File: src/rtl/exc_detect_unit_if.sv
// Signal bundle between the MEM stage / CP0 and the exception detector.
// The slave side is the detector; the master side drives MEM-stage state.
interface exc_detect_unit_if;
  logic        valid_m;
  logic [31:0] pc_m;
  logic        bd_m;
  logic        mem_rd_m;
  logic        mem_wr_m;
  logic [1:0]  mem_size_m;
  logic [31:0] mem_addr_m;
  logic        ri_m;
  logic        sys_m;
  logic        brk_m;
  logic        ovf_m;
  logic        eret_m;
  logic        int_pending;
  logic        status_exl;
  logic [31:0] epc_q;
  logic        redirect_ack;

  logic        mem_kill;
  logic        r_p;
  logic        addr_err;
  logic [31:0] badvaddr_p;
  logic [4:0]  exc_code;
  logic        bd;
  logic [31:0] epc_p;
  logic        epc_we;
  logic        exl_set;
  logic        exl_clr;
  logic        flush;
  logic        redirect_valid;
  logic [31:0] redirect_pc;

  modport slave (
    input  valid_m, pc_m, bd_m, mem_rd_m, mem_wr_m, mem_size_m, mem_addr_m,
           ri_m, sys_m, brk_m, ovf_m, eret_m, int_pending, status_exl, epc_q,
           redirect_ack,
    output mem_kill, r_p, addr_err, badvaddr_p, exc_code, bd, epc_p, epc_we,
           exl_set, exl_clr, flush, redirect_valid, redirect_pc
  );

  modport master (
    output valid_m, pc_m, bd_m, mem_rd_m, mem_wr_m, mem_size_m, mem_addr_m,
           ri_m, sys_m, brk_m, ovf_m, eret_m, int_pending, status_exl, epc_q,
           redirect_ack,
    input  mem_kill, r_p, addr_err, badvaddr_p, exc_code, bd, epc_p, epc_we,
           exl_set, exl_clr, flush, redirect_valid, redirect_pc
  );
endinterface

File: src/rtl/exc_detect_unit.sv
// MEM-stage exception detector: resolves MIPS exception priority, pulses the
// CP0 update strobes, then sequences a pipeline flush and a fetch redirect.
module exc_detect_unit #(
  parameter logic [31:0] EXC_VECTOR   = 32'hBFC0_0380,
  parameter int unsigned FLUSH_CYCLES = 2
) (
  input logic              clk,
  input logic              rst,
  exc_detect_unit_if.slave bus
);

  typedef enum logic [1:0] {
    S_IDLE,
    S_TAKE,
    S_DRAIN,
    S_REDIRECT
  } state_t;

  state_t      r_state, w_state_next;
  logic [3:0]  r_cnt, w_cnt_next;
  logic        r_eret_mode;
  logic        r_addr_err;
  logic        r_epc_en;
  logic        r_bd;
  logic [4:0]  r_code;
  logic [31:0] r_epc;
  logic [31:0] r_badvaddr;
  logic [31:0] r_redirect_pc;

  logic        w_int;
  logic        w_fetch_ade;
  logic        w_data_mis;
  logic        w_exc;
  logic        w_ade;
  logic [4:0]  w_code;
  logic [31:0] w_badvaddr;
  logic        w_idle_valid;
  logic        w_exc_take;
  logic        w_eret_take;

  assign w_int       = bus.int_pending && !bus.status_exl;
  assign w_fetch_ade = (bus.pc_m[1:0] != 2'b00);

  // Size 2'b11 falls into the word rule.
  always_comb begin
    w_data_mis = 1'b0;
    if (bus.mem_rd_m || bus.mem_wr_m) begin
      case (bus.mem_size_m)
        2'b00:   w_data_mis = 1'b0;
        2'b01:   w_data_mis = bus.mem_addr_m[0];
        default: w_data_mis = |bus.mem_addr_m[1:0];
      endcase
    end
  end

  always_comb begin
    w_exc      = 1'b1;
    w_ade      = 1'b0;
    w_code     = 5'd0;
    w_badvaddr = bus.mem_addr_m;
    if (w_int) begin
      w_code = 5'd0;
    end else if (w_fetch_ade) begin
      w_code     = 5'd4;
      w_ade      = 1'b1;
      w_badvaddr = bus.pc_m;
    end else if (bus.ri_m) begin
      w_code = 5'd10;
    end else if (bus.sys_m) begin
      w_code = 5'd8;
    end else if (bus.brk_m) begin
      w_code = 5'd9;
    end else if (bus.ovf_m) begin
      w_code = 5'd12;
    end else if (w_data_mis) begin
      w_code = bus.mem_rd_m ? 5'd4 : 5'd5;
      w_ade  = 1'b1;
    end else begin
      w_exc = 1'b0;
    end
  end

  assign w_idle_valid = (r_state == S_IDLE) && bus.valid_m;
  assign w_exc_take   = w_idle_valid && w_exc;
  assign w_eret_take  = w_idle_valid && bus.eret_m && !w_exc;
  assign bus.mem_kill = !rst && (w_exc_take || w_eret_take);

  always_comb begin
    w_state_next = r_state;
    w_cnt_next   = r_cnt;
    case (r_state)
      S_IDLE: begin
        if (w_exc_take || w_eret_take) w_state_next = S_TAKE;
      end
      S_TAKE: begin
        w_state_next = S_DRAIN;
        w_cnt_next   = 4'(FLUSH_CYCLES);
      end
      S_DRAIN: begin
        w_cnt_next = r_cnt - 4'd1;
        if (r_cnt <= 4'd1) w_state_next = S_REDIRECT;
      end
      S_REDIRECT: begin
        if (bus.redirect_ack) w_state_next = S_IDLE;
      end
      default: w_state_next = S_IDLE;
    endcase
  end

  always_ff @(posedge clk) begin
    if (rst) begin
      r_state       <= S_IDLE;
      r_cnt         <= 4'd0;
      r_eret_mode   <= 1'b0;
      r_addr_err    <= 1'b0;
      r_epc_en      <= 1'b0;
      r_bd          <= 1'b0;
      r_code        <= 5'd0;
      r_epc         <= 32'd0;
      r_badvaddr    <= 32'd0;
      r_redirect_pc <= 32'd0;
    end else begin
      r_state <= w_state_next;
      r_cnt   <= w_cnt_next;
      if (w_exc_take) begin
        r_eret_mode   <= 1'b0;
        r_addr_err    <= w_ade;
        r_epc_en      <= !bus.status_exl;
        r_bd          <= bus.bd_m;
        r_code        <= w_code;
        r_epc         <= bus.bd_m ? (bus.pc_m - 32'd4) : bus.pc_m;
        r_redirect_pc <= EXC_VECTOR;
        // BadVAddr only tracks address errors; other causes leave it alone.
        if (w_ade) r_badvaddr <= w_badvaddr;
      end else if (w_eret_take) begin
        r_eret_mode   <= 1'b1;
        r_redirect_pc <= bus.epc_q;
      end
    end
  end

  assign bus.r_p            = (r_state == S_TAKE) && !r_eret_mode;
  assign bus.exl_set        = (r_state == S_TAKE) && !r_eret_mode;
  assign bus.addr_err       = (r_state == S_TAKE) && !r_eret_mode && r_addr_err;
  assign bus.epc_we         = (r_state == S_TAKE) && !r_eret_mode && r_epc_en;
  assign bus.exl_clr        = (r_state == S_TAKE) && r_eret_mode;
  assign bus.flush          = (r_state == S_TAKE) || (r_state == S_DRAIN);
  assign bus.redirect_valid = (r_state == S_REDIRECT);
  assign bus.redirect_pc    = r_redirect_pc;
  assign bus.exc_code       = r_code;
  assign bus.bd             = r_bd;
  assign bus.epc_p          = r_epc;
  assign bus.badvaddr_p     = r_badvaddr;

endmodule

File: src/flat_wrapper.sv
// flat-port wrapper written by rule: the top's interface ports become plain ports
module exc_detect_unit_flat 
#(
  parameter logic [31:0] EXC_VECTOR   = 32'hBFC0_0380,
  parameter int unsigned FLUSH_CYCLES = 2
)
  (clk, rst, bus_valid_m, bus_pc_m, bus_bd_m, bus_mem_rd_m, bus_mem_wr_m, bus_mem_size_m, bus_mem_addr_m, bus_ri_m, bus_sys_m, bus_brk_m, bus_ovf_m, bus_eret_m, bus_int_pending, bus_status_exl, bus_epc_q, bus_redirect_ack, bus_mem_kill, bus_r_p, bus_addr_err, bus_badvaddr_p, bus_exc_code, bus_bd, bus_epc_p, bus_epc_we, bus_exl_set, bus_exl_clr, bus_flush, bus_redirect_valid, bus_redirect_pc);
  exc_detect_unit_if bus_i ();
  input logic clk;
  input logic rst;
  input wire logic [$bits(bus_i.valid_m)-1:0] bus_valid_m;
  input wire logic [$bits(bus_i.pc_m)-1:0] bus_pc_m;
  input wire logic [$bits(bus_i.bd_m)-1:0] bus_bd_m;
  input wire logic [$bits(bus_i.mem_rd_m)-1:0] bus_mem_rd_m;
  input wire logic [$bits(bus_i.mem_wr_m)-1:0] bus_mem_wr_m;
  input wire logic [$bits(bus_i.mem_size_m)-1:0] bus_mem_size_m;
  input wire logic [$bits(bus_i.mem_addr_m)-1:0] bus_mem_addr_m;
  input wire logic [$bits(bus_i.ri_m)-1:0] bus_ri_m;
  input wire logic [$bits(bus_i.sys_m)-1:0] bus_sys_m;
  input wire logic [$bits(bus_i.brk_m)-1:0] bus_brk_m;
  input wire logic [$bits(bus_i.ovf_m)-1:0] bus_ovf_m;
  input wire logic [$bits(bus_i.eret_m)-1:0] bus_eret_m;
  input wire logic [$bits(bus_i.int_pending)-1:0] bus_int_pending;
  input wire logic [$bits(bus_i.status_exl)-1:0] bus_status_exl;
  input wire logic [$bits(bus_i.epc_q)-1:0] bus_epc_q;
  input wire logic [$bits(bus_i.redirect_ack)-1:0] bus_redirect_ack;
  output wire logic [$bits(bus_i.mem_kill)-1:0] bus_mem_kill;
  output wire logic [$bits(bus_i.r_p)-1:0] bus_r_p;
  output wire logic [$bits(bus_i.addr_err)-1:0] bus_addr_err;
  output wire logic [$bits(bus_i.badvaddr_p)-1:0] bus_badvaddr_p;
  output wire logic [$bits(bus_i.exc_code)-1:0] bus_exc_code;
  output wire logic [$bits(bus_i.bd)-1:0] bus_bd;
  output wire logic [$bits(bus_i.epc_p)-1:0] bus_epc_p;
  output wire logic [$bits(bus_i.epc_we)-1:0] bus_epc_we;
  output wire logic [$bits(bus_i.exl_set)-1:0] bus_exl_set;
  output wire logic [$bits(bus_i.exl_clr)-1:0] bus_exl_clr;
  output wire logic [$bits(bus_i.flush)-1:0] bus_flush;
  output wire logic [$bits(bus_i.redirect_valid)-1:0] bus_redirect_valid;
  output wire logic [$bits(bus_i.redirect_pc)-1:0] bus_redirect_pc;
  assign bus_i.valid_m = bus_valid_m;
  assign bus_i.pc_m = bus_pc_m;
  assign bus_i.bd_m = bus_bd_m;
  assign bus_i.mem_rd_m = bus_mem_rd_m;
  assign bus_i.mem_wr_m = bus_mem_wr_m;
  assign bus_i.mem_size_m = bus_mem_size_m;
  assign bus_i.mem_addr_m = bus_mem_addr_m;
  assign bus_i.ri_m = bus_ri_m;
  assign bus_i.sys_m = bus_sys_m;
  assign bus_i.brk_m = bus_brk_m;
  assign bus_i.ovf_m = bus_ovf_m;
  assign bus_i.eret_m = bus_eret_m;
  assign bus_i.int_pending = bus_int_pending;
  assign bus_i.status_exl = bus_status_exl;
  assign bus_i.epc_q = bus_epc_q;
  assign bus_i.redirect_ack = bus_redirect_ack;
  assign bus_mem_kill = bus_i.mem_kill;
  assign bus_r_p = bus_i.r_p;
  assign bus_addr_err = bus_i.addr_err;
  assign bus_badvaddr_p = bus_i.badvaddr_p;
  assign bus_exc_code = bus_i.exc_code;
  assign bus_bd = bus_i.bd;
  assign bus_epc_p = bus_i.epc_p;
  assign bus_epc_we = bus_i.epc_we;
  assign bus_exl_set = bus_i.exl_set;
  assign bus_exl_clr = bus_i.exl_clr;
  assign bus_flush = bus_i.flush;
  assign bus_redirect_valid = bus_i.redirect_valid;
  assign bus_redirect_pc = bus_i.redirect_pc;
  exc_detect_unit #(.EXC_VECTOR(EXC_VECTOR), .FLUSH_CYCLES(FLUSH_CYCLES)) u_core (.clk(clk), .rst(rst), .bus(bus_i));
endmodule
File: config.mk
export PLATFORM = sky130hd
export DESIGN_NAME = exc_detect_unit_flat
export DESIGN_NICKNAME = d
export VERILOG_FILES = /design/src/rtl/exc_detect_unit_if.sv /design/src/rtl/exc_detect_unit.sv /design/src/flat_wrapper.sv
export SDC_FILE = /design/constraint.sdc
export NUM_CORES = 1
export LEC_CHECK = 0
export CAP_MARGIN = 20
export CORE_ASPECT_RATIO = 1.4
export CORE_MARGIN = 1
export CORE_UTILIZATION = 42
export CTS_CLUSTER_SIZE = 20
export DETAILED_ROUTE_END_ITERATION = 10
export PLACE_DENSITY = 0.8
export REMOVE_ABC_BUFFERS = 1
export SYNTH_ARGS = -nofsm -noshare
export SYNTH_HDL_FRONTEND = slang
export SYNTH_SLANG_ARGS = --single-unit
File: constraint.sdc
create_clock -name clk -period 2.45 [get_ports clk]
set_input_delay 0.49 -clock clk [delete_from_list [all_inputs] [get_ports clk]]
set_output_delay 0.49 -clock clk [all_outputs]
set_load 0.03 [all_outputs]
# Yosys cells after proc, flatten, opt, wreduce, memory -nomap -nowiden

Cells that the tools add are included.

Register bits: 111
Input bits: 112
Output and inout port bits: 110
Word-level logic and storage cells: 80

Add/subtract/negate cells: 2
$lt $le $gt $ge: 1
Equal/unequal tests: 7
Multiplexer cells: 33
Reductions and logical operators: 26

Operator list:

| operator              | count |
|---|---|
| $mux 32               | 5 |
| $mux 5                | 7 |
| $sub 32x3->32 const B | 1 |
| $mux 1                | 15 |
| $logic_and 1x1->1     | 10 |
| $pmux 2 s4            | 1 |
| $pmux 4 s2            | 1 |
| $mux 2                | 3 |
| $reduce_bool 2->1     | 3 |
| $eq 2x1->1 const B    | 2 |
| $eq 2x2->1 const B    | 2 |
| $le 4x1->1 const B    | 1 |
| $logic_not 1->1       | 4 |
| $logic_not 2->1       | 2 |
| $ne 2x2->1 const B    | 2 |
| $reduce_or 2->1       | 2 |
| $sub 4x1->4 const B   | 1 |
| $logic_or 1x1->1      | 3 |
| $reduce_and 3->1      | 1 |
| $ne 2x1->1 const B    | 1 |
| $pmux 1 s2            | 1 |
| $reduce_and 2->1      | 1 |

# Depth between registers and ports, before layout

Gate-level depths: netlist (run 1).

Word-level depth: 15
Depth in mapped cells: 8
Gate-level depth less buffers: 7

# Worst setup path after synthesis (run 1)

No wires, ideal clock.

Path kind: input to output
Start: input port bus_ovf_m
End: output port bus_mem_kill
Data arrival time: 1.852 ns
Data required time: 1.960 ns
Setup slack: 0.108 ns
Cell stages on the path: 5
Buffers on the path: 1
Path through: or4_1 > inv_1 > a21o_1 > clkbuf_1 > a21oi_1

Longest elaborated chain between the ends: 10
Elaborated cells on any way between the ends: 11
Those cells by class: mux: 6; reduce/logical: 5

Ends and longest elaborated chain:

| what                | RTL line              | source |
|---|---|---|
| start: declaration  | flat_wrapper.sv:21    | `input wire logic [$bits(bus_i.ovf_m)-1:0] bus_ovf_m;` |
| $mux 1 *            | exc_detect_unit.sv:73 | `end else if (bus.ovf_m) begin` |
| $mux 1 *            | exc_detect_unit.sv:71 | `end else if (bus.brk_m) begin` |
| $mux 1 *            | exc_detect_unit.sv:69 | `end else if (bus.sys_m) begin` |
| $mux 1 *            | exc_detect_unit.sv:67 | `end else if (bus.ri_m) begin` |
| $mux 1 *            | exc_detect_unit.sv:63 | `end else if (w_fetch_ade) begin` |
| $mux 1 *            | exc_detect_unit.sv:61 | `if (w_int) begin` |
| $logic_not 1->1     | exc_detect_unit.sv:85 | `assign w_eret_take = w_idle_valid && bus.eret_m && !w_exc;` |
| $logic_and 1x1->1   | exc_detect_unit.sv:85 |  |
| $logic_or 1x1->1 *  | exc_detect_unit.sv:86 | `assign bus.mem_kill = !rst && (w_exc_take \|\| w_eret_take);` |
| $logic_and 1x1->1 * | exc_detect_unit.sv:86 |  |
| end: declaration    | flat_wrapper.sv:27    | `output wire logic [$bits(bus_i.mem_kill)-1:0] bus_mem_kill;` |

Every way passes the cells marked *; elsewhere a longest branch is shown, timed or not.

# Worst setup path after layout (run 1)

Start: input port bus_mem_addr_m[0]
End: output port bus_mem_kill

Longest elaborated chain between the ends: 14
Elaborated cells on any way between the ends: 15
Those cells by class: mux: 9; reduce/logical: 6

Ends and longest elaborated chain:

| what                | RTL line              | source |
|---|---|---|
| start: declaration  | flat_wrapper.sv:17    | `input wire logic [$bits(bus_i.mem_addr_m)-1:0] bus_mem_addr_m;` |
| $reduce_or 2->1     | exc_detect_unit.sv:51 | `default: w_data_mis = \|bus.mem_addr_m[1:0];` |
| $pmux 1 s2 *        | exc_detect_unit.sv:48 | `case (bus.mem_size_m)` |
| $mux 1 *            | exc_detect_unit.sv:47 | `if (bus.mem_rd_m \|\| bus.mem_wr_m) begin` |
| $mux 1 *            | exc_detect_unit.sv:75 | `end else if (w_data_mis) begin` |
| $mux 1 *            | exc_detect_unit.sv:73 |  |
| $mux 1 *            | exc_detect_unit.sv:71 |  |
| $mux 1 *            | exc_detect_unit.sv:69 |  |
| $mux 1 *            | exc_detect_unit.sv:67 |  |
| $mux 1 *            | exc_detect_unit.sv:63 |  |
| $mux 1 *            | exc_detect_unit.sv:61 |  |
| $logic_not 1->1     | exc_detect_unit.sv:85 |  |
| $logic_and 1x1->1   | exc_detect_unit.sv:85 |  |
| $logic_or 1x1->1 *  | exc_detect_unit.sv:86 |  |
| $logic_and 1x1->1 * | exc_detect_unit.sv:86 |  |

Marks and branches as above.

==> results.md, run 1 <==
- Dpl hpwl: approximately 12 mm
- Clock buffer depth: 2
- Routed Antenna Nets: 0
- Slew Limit Fails: 0
- Routed WL per cell: between 15 and 20 um
- Power per cell area: approximately 900 nW/um^2
- CP max FO: 3
- Worst slew margin: 30.3%
- Iteration-0 DRC Markers: around 190
- Final Hold Vio Count: 0
- Minimum clock period: 2.41 ns
- Global-route wire length before repair: around 26 mm
- Crit-path slowest cell: clkdlybuf4s50_1
- Post-synth top area share: a little over two fifths
- Worst path required time: 1.96 ns
- Initial antenna violation count: 1
- Top-count cell post-synth: dfxtp_1
- Number of synthesized flops with an enable pin: 0
- Max Clk Rate: approximately 420 MHz
- DRC Markers: 0
- Die width: approximately 94 um
- Worst slew pin tran: approximately 1.0 ns
- Crit path from: bus_mem_addr_m[0]
- Syn Inst Count: roughly 580
- Number of global-route vias before repair: ~5500
- Largest net degree at the start of global routing: 91
- Via density: 5.37
- Port Buf Inserts: 220
- Setup violators final: 0
- GPL Wtd Cong: roughly 0.86
- Seq/Total Area, Yosys: 43.9%
- Share of layout cells above drive strength 1: between 10 and 15%
- Stages on worst setup path: 6
- Die height: between 100 and 150 um
- Clk Latency, worst-skew pair: around 0.34 ns
- Placed Cells: slightly below 1000
- Critical Setup Path Class: input pin to output port
- Top cells by count, synth: dfxtp_1 (110), nor2_1 (97), nand2_1 (62)
- Initial core utilization: a little over two fifths
- Site row count: 46
- Clock skew: ~0.0074 ns
- Worst r2r src: u_core.r_state[0]$_SDFFE_PP0P_
- CTS tree: yes
- CORE AREA: about 11000 um^2
- Pleak: about 0.0032 uW
- Overall Power: roughly 7600 uW
- Ys flop type: dfxtp_1
- Root buf cell: clkbuf_16
- Die Footprint: approximately 12000 um^2
- Delay-heaviest family, CP: compound AO/OA/AOI/OAI gates
- Synth area leader: dfxtp_1
- Crit path buf inv count: 2
- Startpoint Class: input pin
- RSZ-0062 raised after global routing: no
- Mapped cell area: between 5000 and 6000 um^2
- Gr ovfl total: 0
- Synth warnings: 0
- FF+latch count, synth: 110
- Fin nets: 962
- Max IR drop VDD: between 0.5 and 0.6 mV
- Non-Filler Instances: about 990
- Average cell area after synthesis: roughly 8.7 um^2
- RR Endpoint: u_core.bus.badvaddr_p[3]$_SDFFE_PP0P_
- R2r worst-path depth: 9
- Drt total wl: ~17 mm
- Max Cap Viol: 0
- Clock buffer count from CTS: 9
- Setup slack after placement: -0.518 ns
- Hold_buf cts: 0
- Post-synth ARST share: 0%
- Tightest Hold Check Type: flop to flop
- Placement Cell Area: 7850 um^2
- Crit path cell chain: clkdlybuf4s50_1, o22ai_1, o211a_1, a21o_1, a21oi_2, buf_6
- Cell area after layout: ~8400 um^2
- H-tree levels: 3
- Crit path to: bus_mem_kill
- Sink Count: 110
- Arr. time, crit path: approximately 1.9 ns
- GRT Total Usage: a little over a quarter
- Total iterations of the first detailed-routing run: 4
- # IOs: around 220
- Vias: approximately 5300
- Area contributors post-synth: dfxtp_1 (44%), a211oi_1 (8.4%), nor2_1 (7.3%)
- Area Overhead vs Synth: 67.7%
- CTS clk-pin slew, worst paths: around 0.070 ns
- Run status: complete, no violations
- Final Cycle Share: a little over nine tenths
- Setup ws final: roughly 0.045 ns
- Crit path capture type: output port
- Synth unique cells: just over 50
- CP peak stage delay: 0.51 ns
- Reg-to-reg slack, setup: 0.51 ns
==> report_power, final <==
part | switching [uW] | internal (uW) | total, uW | leakage [uW]
Combinational | 1970 | 1560 | 3530 | 0.00214
Clock | 657 | 1030 | 1690 | 0.000170
Sequential | 215 | 2170 | 2390 | 0.000903
==> registers in the layout, summed over array words and instances (netlist names) <==
signal	flops
u_core.r_state	2
u_core.bus.epc_p	32
u_core.bus.badvaddr_p	32
u_core.r_epc_en	1
u_core.r_addr_err	1
u_core.bus.exc_code	4
u_core.r_eret_mode	1
u_core.bus.bd	1
u_core.bus.redirect_pc	32
u_core.r_cnt	4
==> per-layer routing <==
metal | share of wire, % | track usage (%) | routed length (um) | vias to the layer above
met4 | 2.6 | 10.0 | 443 | 0
met3 | 8.4 | 8.68 | 1400 | 33
met2 | 52 | 47.6 | 8790 | 205
met5 | 0 | 0 | 0 | -
li1 | - | - | - | 2575
met1 | 37 | 28.1 | 6120 | 2514
==> worst min path at each step <==
stage                                                       start                                      end  depth (start not counted)
after floorplan                    u_core.r_addr_err$_SDFFE_PP0P_           u_core.r_addr_err$_SDFFE_PP0P_                          2
after global routing          u_core.bus.exc_code[0]$_SDFFE_PP0P_      u_core.bus.exc_code[0]$_SDFFE_PP0P_                          2
after detailed placement   u_core.bus.redirect_pc[2]$_SDFFE_PP0N_   u_core.bus.redirect_pc[2]$_SDFFE_PP0N_                          2
final                      u_core.bus.redirect_pc[6]$_SDFFE_PP0N_   u_core.bus.redirect_pc[6]$_SDFFE_PP0N_                          2
after CTS                  u_core.bus.redirect_pc[6]$_SDFFE_PP0N_   u_core.bus.redirect_pc[6]$_SDFFE_PP0N_                          2
after global placement    u_core.bus.redirect_pc[18]$_SDFFE_PP0N_  u_core.bus.redirect_pc[18]$_SDFFE_PP0N_                          2
==> worst register-to-register path, stage by stage, from the launching register on <==
cell and delay, ns:
dfxtp_1 0.34, inv_1 0.11, ha_1 0.28, nand2_1 0.11, buf_4 0.17, nor3_4 0.22, buf_12 0.17, clkbuf_16 0.16
nor2_1 0.05, a211oi_1 0.24
==> layout make-up <==
cell class                 instances  area, um^2
clock inverter                     5         104
inverter                          11        41.3
multi-input combinational        417        2680
antenna                            1        2.50
tap                              144         180
sequential                       110        2200
fill                             814        3040
timing repair buffer             293        2960
clock buffer                      11         243
==> placed cells by master, fill, tap and decap left out, types with 6 or more instances in the layout <==
cell type / instances
a221oi_1: 12
a211oi_2: 12
inv_1: 11
nand4_1: 6
xor2_1: 21
xnor2_1: 6
clkdlybuf4s50_1: 210
ha_1: 8
buf_4: 58
nand2_1: 62
dfxtp_1: 110
a21oi_1: 34
a211oi_1: 46
clkbuf_16: 11
nand3_1: 10
mux2i_1: 31
nor2_1: 96
buf_12: 11
nor3_1: 11
==> cells by family after synthesis <==
group                      share of synthesized area [%]
buffers and inverters                               4.49
muxes                                               6.19
DFF                                                 43.9
AOI/OAI and AO/OA                                   17.6
and+or+nand+nor                                     21.0
adders and majority gates                           2.00
other                                             0.0748
xor gates and xnor gates                            4.72
==> what timing repair did <==
action	CTS	global route
setup endpoints to repair	7	35
setup buffers	1	2
resized for setup	13	16
pin swaps	1	3
cloned	1	2
==> per-stage QoR <==
stage          util, %  hold WS (ns)  TNS, ns
2_1_floorplan        -         0.448  -129.02
3_3_place_gp      68.6         0.441   -11.81
3_5_place_dp      68.6         0.447   -14.20
4_1_cts           72.1         0.456  -0.0276
5_1_grt           73.4         0.482        0
6_report          73.4         0.455        0
Note: power is estimated with default switching activity, not from simulation.
==> run 2, diff against run 1 <==
Settings changed: CORE_UTILIZATION 42 to 46, PLACE_DENSITY 0.8 to 0.87, REMOVE_ABC_BUFFERS 1 to unset.
Clock period 2.45 ns to 2.9 ns, I/O delays scaled along.
==> run 2 against run 1 <==
Critical path depth did not move; flip-flop and latch count stayed put; count of clock-buffer cells in the layout did not move; sequential share of layout area up 1.9 points; largest power group unchanged; power decreased by 21%; final cell count decreased by 5.1%; via count is 3.4% lower; register-to-register slack improved by 0.41 ns; highest routed layer unchanged; clock skew decreased by 0.0018 ns; non-clock buffer count shrank 44; critical path type unchanged; clock power is 24% lower.
==> results.md, run 2 (synthesis results as in run 1) <==
- ANT cells: 0 (-1)
- Clock buffer depth: 2 (unchanged)
- Setup TNS: 0 ns (unchanged)
- R2r worst-path depth: 7 (-2)
- Share of layout cells above drive strength 1: 7.72% (-5.9 points)
- Max Clk Rate: 360 MHz
- Minimum clock period: around 2.8 ns
- Power per cell area: 771 nW/um^2 (-15%)
- Dpl hpwl: 11.8 mm (-1.9%)
- Die Footprint: 11300 um^2 (-8.5%)
- Port Buf Inserts: 220 (unchanged)
- RR Endpoint: u_core.bus.badvaddr_p[6]$_SDFFE_PP0P_
- Site row count: 44 (-4.3%)
- Final Hold Vio Count: 0 (unchanged)
- Area Overhead vs Synth: 56.1%
- Most common cell after layout, fill and taps aside: clkdlybuf4s50_1
- Tightest Hold Check Type: flop to flop
- Total iterations of the first detailed-routing run: 5 (+1)
- Worst r2r src: u_core.r_state[1]$_SDFFE_PP0P_
- Clock buffer count from CTS: 9 (unchanged)
- Number of global-route vias before repair: 5272 (-3.9%)
- Fin nets: 918 (-4.6%)
- Run status: complete, no violations
- Setup violators final: 0 (unchanged)
- Hold Path Depth: 2 (unchanged)
- Gr ovfl total: 0 (unchanged)
- CP max FO: 3 (unchanged)
- Critical Setup Path Class: input pin to output port
- CORE AREA: 10500 um^2 (-8.2%)
- Reg-to-reg slack, setup: 0.92 ns (+0.41 ns)
- CTS tree: yes
- GRT Total Usage: 28.0% (+1.4 points)
- Crit path capture type: output port
- Largest net degree at the start of global routing: 66 (-27%)
- Hold Slack: 0.454 ns (-0.00139 ns)
- GPL Wtd Cong: 0.894 (+3.6%)
- Pleak: 0.00286 uW (-11%)
- Initial core utilization: 47.7% (+3.9 points)
- Vias: 5147 (-3.4%)
- Synth Net Count: approximately 700
- Via density: 5.47 (+1.9%)
- Die width: 90.2 um (-4.4%)
- Global-route wire length before repair: 25.3 mm (-2.8%)
- DRC Markers: 0 (unchanged)
- Iteration-0 DRC Markers: 176 (-7.9%)
- Startpoint Class: input pin
- Clock skew: 0.00562 ns (-0.00177 ns)
- Max Cap Viol: 0 (unchanged)
- # IOs: 222 (unchanged)
- Max IR drop VDD: 0.483 mV (-6.2%)
- Sink Count: 110 (unchanged)
- Arr. time, crit path: 2.20 ns (+0.28 ns)
- Routed WL per cell: 16.7 um (-1.2%)
- Worst slew pin tran: 0.661 ns (-0.384 ns)
- Hold_buf cts: 0 (unchanged)
- Min-delay src: u_core.bus.redirect_pc[19]$_SDFFE_PP0N_
- RSZ-0062 raised after global routing: no
- Die height: 126 um (-4.4%)
- Worst Hold End: u_core.bus.redirect_pc[19]$_SDFFE_PP0N_
- CTS clk-pin slew, worst paths: 0.07 ns (about the same)
- Slew Limit Fails: 0 (unchanged)
- Worst path required time: 2.32 ns (+0.36 ns)
- Routed Antenna Nets: 0 (unchanged)
- Most frequent cells in the layout: clkdlybuf4s50_1 (218), dfxtp_1 (110), nor2_1 (96)
- H-tree levels: 3 (unchanged)
- Worst slew margin: 55.9% (+26 points)
- Final Cycle Share: between 90 and 100%
- Drt total wl: 15.7 mm (-6.3%)
- Clk Latency, worst-skew pair: 0.35 ns (about the same)
- Initial antenna violation count: 0 (-1)
- Root buf cell: clkbuf_16
## run 2: cell count changes in the layout (fill, tap and decap cells not counted), moves of 3 or more
| cell | before | now |
|---|---|---|
| clkdlybuf4s50_1 | 210 | 218 |
| a211oi_2 | 12 | 2 |
| a211oi_1 | 46 | 56 |
| dlymetal6s2s_1 | 4 | 0 |
| buf_4 | 58 | 25 |
| buf_12 | 11 | 5 |
| dlygate4sd2_1 | 4 | 0 |
| clkinv_4 | 0 | 3 |
## run 2: worst max path at each step
| stage | from | endpoint | slack [ns] |
|---|---|---|---|
| floorplan | bus_ovf_m | bus_mem_kill | 0.38 |
| global placement | bus_brk_m | bus_mem_kill | 0.12 |
| detailed placement | bus_brk_m | u_core.bus.badvaddr_p[12]$_SDFFE_PP0P_ | 0.07 |
| CTS | u_core.r_state[1]$_SDFFE_PP0P_ | bus_addr_err | 0.03 |
| global route | bus_ovf_m | bus_mem_kill | 0.04 |
| finish | bus_brk_m | bus_mem_kill | 0.12 |
## run 2: power breakdown
group          leakage, uW  total, uW  internal, uW  switching (uW)
combinational      0.00180       2720          1140            1580
clock             0.000156       1290           725             567
sequential        0.000903       2030          1830             197
total              0.00286       6040          3700            2340
## run 2: worst max-delay path, cell delays in order
cell	delay, ns
clkdlybuf4s50_1	0.46
or4_1	0.61
inv_2	0.13
a21o_1	0.15
a21oi_1	0.08
buf_4	0.18
## run 2: repair_timing
action	in CTS	in global routing
buffers inserted	0	0
gates resized for setup	0	2
endpoints found under the setup margin	0	3
## run 2: cell type report
cell class | instances | area (um^2)
fillers | 770 | 2690
multi-input cells | 417 | 2620
repair buffers | 249 | 2470
flip-flops and latches | 110 | 2200
clock buffers | 11 | 253
well taps | 138 | 173
clock inverters | 5 | 65.1
inverters | 11 | 41.3
## run 2: through the flow
| step | worst slack [ns] | area, um^2 | util [%] | power, uW | std cells |
|---|---|---|---|---|---|
| 2_1_floorplan | 0.378 | 5010 | - | 3610 | 579 |
| 3_3_place_gp | 0.117 | 7510 | 71.4 | 4670 | 925 |
| 3_5_place_dp | 0.0741 | 7510 | 71.4 | 4760 | 925 |
| 4_1_cts | 0.0274 | 7830 | 74.4 | 6070 | 941 |
| 5_1_grt | 0.0368 | 7830 | 74.5 | 6370 | 941 |
| 6_report | 0.119 | 7830 | 74.5 | 6040 | 941 |
## run 2: metal layers
layer / share of wire, % / up-vias / GRT usage, %
met1: 36 / 2371 / 28.3
li1: - / 2496 / -
met4: 3.9 / 0 / 14.6
met3: 7.9 / 49 / 8.39
met2: 52 / 231 / 51.1
met5: 0 / - / 0
==> run 3, diff against run 2 <==
Settings changed: CORE_ASPECT_RATIO 1.4 to 2.
==> run 3 against run 2 <==
Die area is 0.17% higher; critical path type unchanged; register-to-register slack worse by 0.07 ns; clock skew is 0.0029 ns higher; cell area is 0.75% lower; routed wire length is 2.4% higher; maximum frequency is 1.5% lower; via count is 0.97% higher; worst setup slack worse by 0.043 ns.
==> results.md, run 3 (synthesis results as in run 1) <==
- Run status: complete, no violations
- H-tree levels: 3 (unchanged)
- Initial core utilization: 47.6% (-0.13 points)
- Global-route wire length before repair: 24.2 mm (-4.2%)
- Die width: 75.8 um (-16%)
- Max Clk Rate: 354 MHz (-1.5%)
- CP max FO: 5 (+2)
- Placement Cell Area: 7480 um^2 (-0.42%)
- Final Hold Vio Count: 0 (unchanged)
- Share of layout cells above drive strength 1: 7.13% (-0.59 points)
- Site row count: 53 (+20%)
- Port Buf Inserts: 220 (unchanged)
- Max IR drop VDD: 0.472 mV (-2.4%)
- ANT cells: 0 (unchanged)
- Tightest Hold Check Type: flop to flop
- Hold Slack: 0.457 ns (+0.00344 ns)
- Post-Route Utilization: 73.7% (-0.76 points)
- Max Cap Viol: 0 (unchanged)
- Crit-path slowest cell: or4_4
- Setup slack after placement: -0.00373 ns (-0.0778 ns)
- Clock buffer depth: 2 (unchanged)
- Arr. time, crit path: 2.24 ns (+0.04 ns)
- Placed Cells: 920 (-0.54%)
- Delay-heaviest family, CP: buffers and inverters
- Drt total wl: 16.1 mm (+2.4%)
- GPL Wtd Cong: 0.912 (+1.9%)
- Dpl hpwl: 12.2 mm (+3.6%)
- Setup ws final: 0.0756 ns (-0.0434 ns)
- Minimum clock period: 2.82 ns (+0.0434 ns)
- Clock power share: 20.3% (-1.1 points)
- CP peak stage delay: 0.59 ns (-0.02 ns)
- Synth Net Count: 699 (unchanged)
- CORE AREA: 10500 um^2 (+0.27%)
- Pleak: 0.00283 uW (-1.3%)
- Sequential share of power: 34.0% (+0.4 points)
- Non-Filler Instances: 936 (-0.53%)
- CTS clk-pin slew, worst paths: 0.08 ns (about the same)
- CTS tree: yes
- Total iterations of the first detailed-routing run: 5 (unchanged)
- Iteration-0 DRC Markers: 203 (+15%)
- Switching power total: 2380 uW (+1.5%)
- Switch share: 40.1% (+1.3 points)
- Critical Setup Path Class: input pin to output port
- Worst slew margin: 49.8% (-6.2 points)
- Worst path required time: 2.32 ns (about the same)
- GRT Total Usage: 28.1% (+0.19 points)
- Routed WL per cell: 17.2 um (+2.9%)
- Internal power: 3550 uW (-3.9%)
- Logic gate share of total power: 45.6% (+0.6 points)
- Fin nets: 914 (-0.44%)
- Number of global-route vias before repair: 5219 (-1.0%)
- # IOs: 222 (unchanged)
- Largest net degree at the start of global routing: 77 (+17%)
- Power per cell area: 763 nW/um^2 (-1.0%)
- Area Overhead vs Synth: 54.9%
- Initial antenna violation count: 0 (unchanged)
- Die height: 150 um (+19%)
- Gr ovfl total: 0 (unchanged)
- Crit path cell chain: clkdlybuf4s50_1, or4_4, inv_1, a21o_1, a21oi_1, buf_4
- Most common cell after layout, fill and taps aside: clkdlybuf4s50_1
- Post-CTS Setup Inserts: 0 (unchanged)
- Root buf cell: clkbuf_16
- Clk Latency, worst-skew pair: 0.35 ns (about the same)
- Worst slew pin tran: 0.754 ns (+0.0927 ns)
- Die Footprint: 11300 um^2 (+0.17%)
- Cell area after layout: 7770 um^2 (-0.75%)
- DRC Markers: 0 (unchanged)
- Final Cycle Share: 97.4% (+1.5 points)
- Clock buffer count from CTS: 9 (unchanged)
- Startpoint Class: input pin
- Via density: 5.55 (+1.5%)
- Crit path buf inv count: 3 (unchanged)
- Routed Antenna Nets: 0 (unchanged)
- Crit path capture type: output port
- Setup violators final: 0 (unchanged)
- RSZ-0062 raised after global routing: no
- Clock skew: 0.00852 ns (+0.00290 ns)
- Vias: 5197 (+0.97%)
- Sink Count: 110 (unchanged)
- Most frequent cells in the layout: clkdlybuf4s50_1 (218), dfxtp_1 (110), nor2_1 (96)
- Slew Limit Fails: 0 (unchanged)
## run 3: changes by cell type in the layout (fill, tap and decap cells not counted), sizes merged
cell,delta
inv,+3
bufinv,-1
clkinv,-2
buf,-4
clkinvlp,+2
clkbuf,-2
## run 3: path summary, 6_finish.rpt
path | from | endpoint | slack (ns) | cells past startpoint
setup / recovery | bus_ovf_m | bus_mem_kill | 0.08 | 6
hold / removal | u_core.bus.redirect_pc[3]$_SDFFE_PP0N_ | u_core.bus.redirect_pc[3]$_SDFFE_PP0N_ | 0.46 | 2
hold reg to reg | u_core.bus.redirect_pc[3]$_SDFFE_PP0N_ | u_core.bus.redirect_pc[3]$_SDFFE_PP0N_ | 0.46 | 2
setup reg to reg | u_core.r_state[0]$_SDFFE_PP0P_ | u_core.r_state[0]$_SDFFE_PP0P_ | 0.85 | 5
## run 3: final cells by class
class	instances	area [um^2]
sequential	110	2200
clock buffer	9	225
timing repair buffer	245	2440
fill	730	2770
clock inverter	7	63.8
multi-input combinational	417	2620
tap	137	171
inverter	11	41.3
## run 3: power groups by stage
stage	clock network [uW]	registers (uW)	logic (uW)
final	1210	2020	2710
after global routing	1280	2050	2890
after CTS	1220	2020	2710
after detailed placement	0	2050	2700
after global placement	0	2030	2610
after floorplan	0	2590	1020
## run 3: metal layers
metal | track usage, % | part of all wire [%] | up-vias
met2 | 53.5 | 55 | 235
met3 | 5.93 | 6.5 | 60
met1 | 24.8 | 33 | 2417
met5 | 0 | 0 | -
li1 | - | - | 2485
met4 | 18.0 | 5.6 | 0
## run 3: repair_timing
action,in CTS,in global routing
endpoints found under the setup margin,0,1
resized for setup,0,1
hold buffers,0,0
## run 3: metrics by stage
stage                      TNS, ns  power (uW)
after floorplan                  0        3610
after global placement           0        4640
after detailed placement  -0.00373        4750
after CTS                        0        5950
after global routing             0        6220
final                            0        5930
## run 3: worst reg2reg max path: stages (launching register included)
cell	delay [ns]
dfxtp_1	0.39
inv_1	0.10
ha_1	0.29
a222oi_1	0.62
a21oi_1	0.18
a311oi_1	0.35
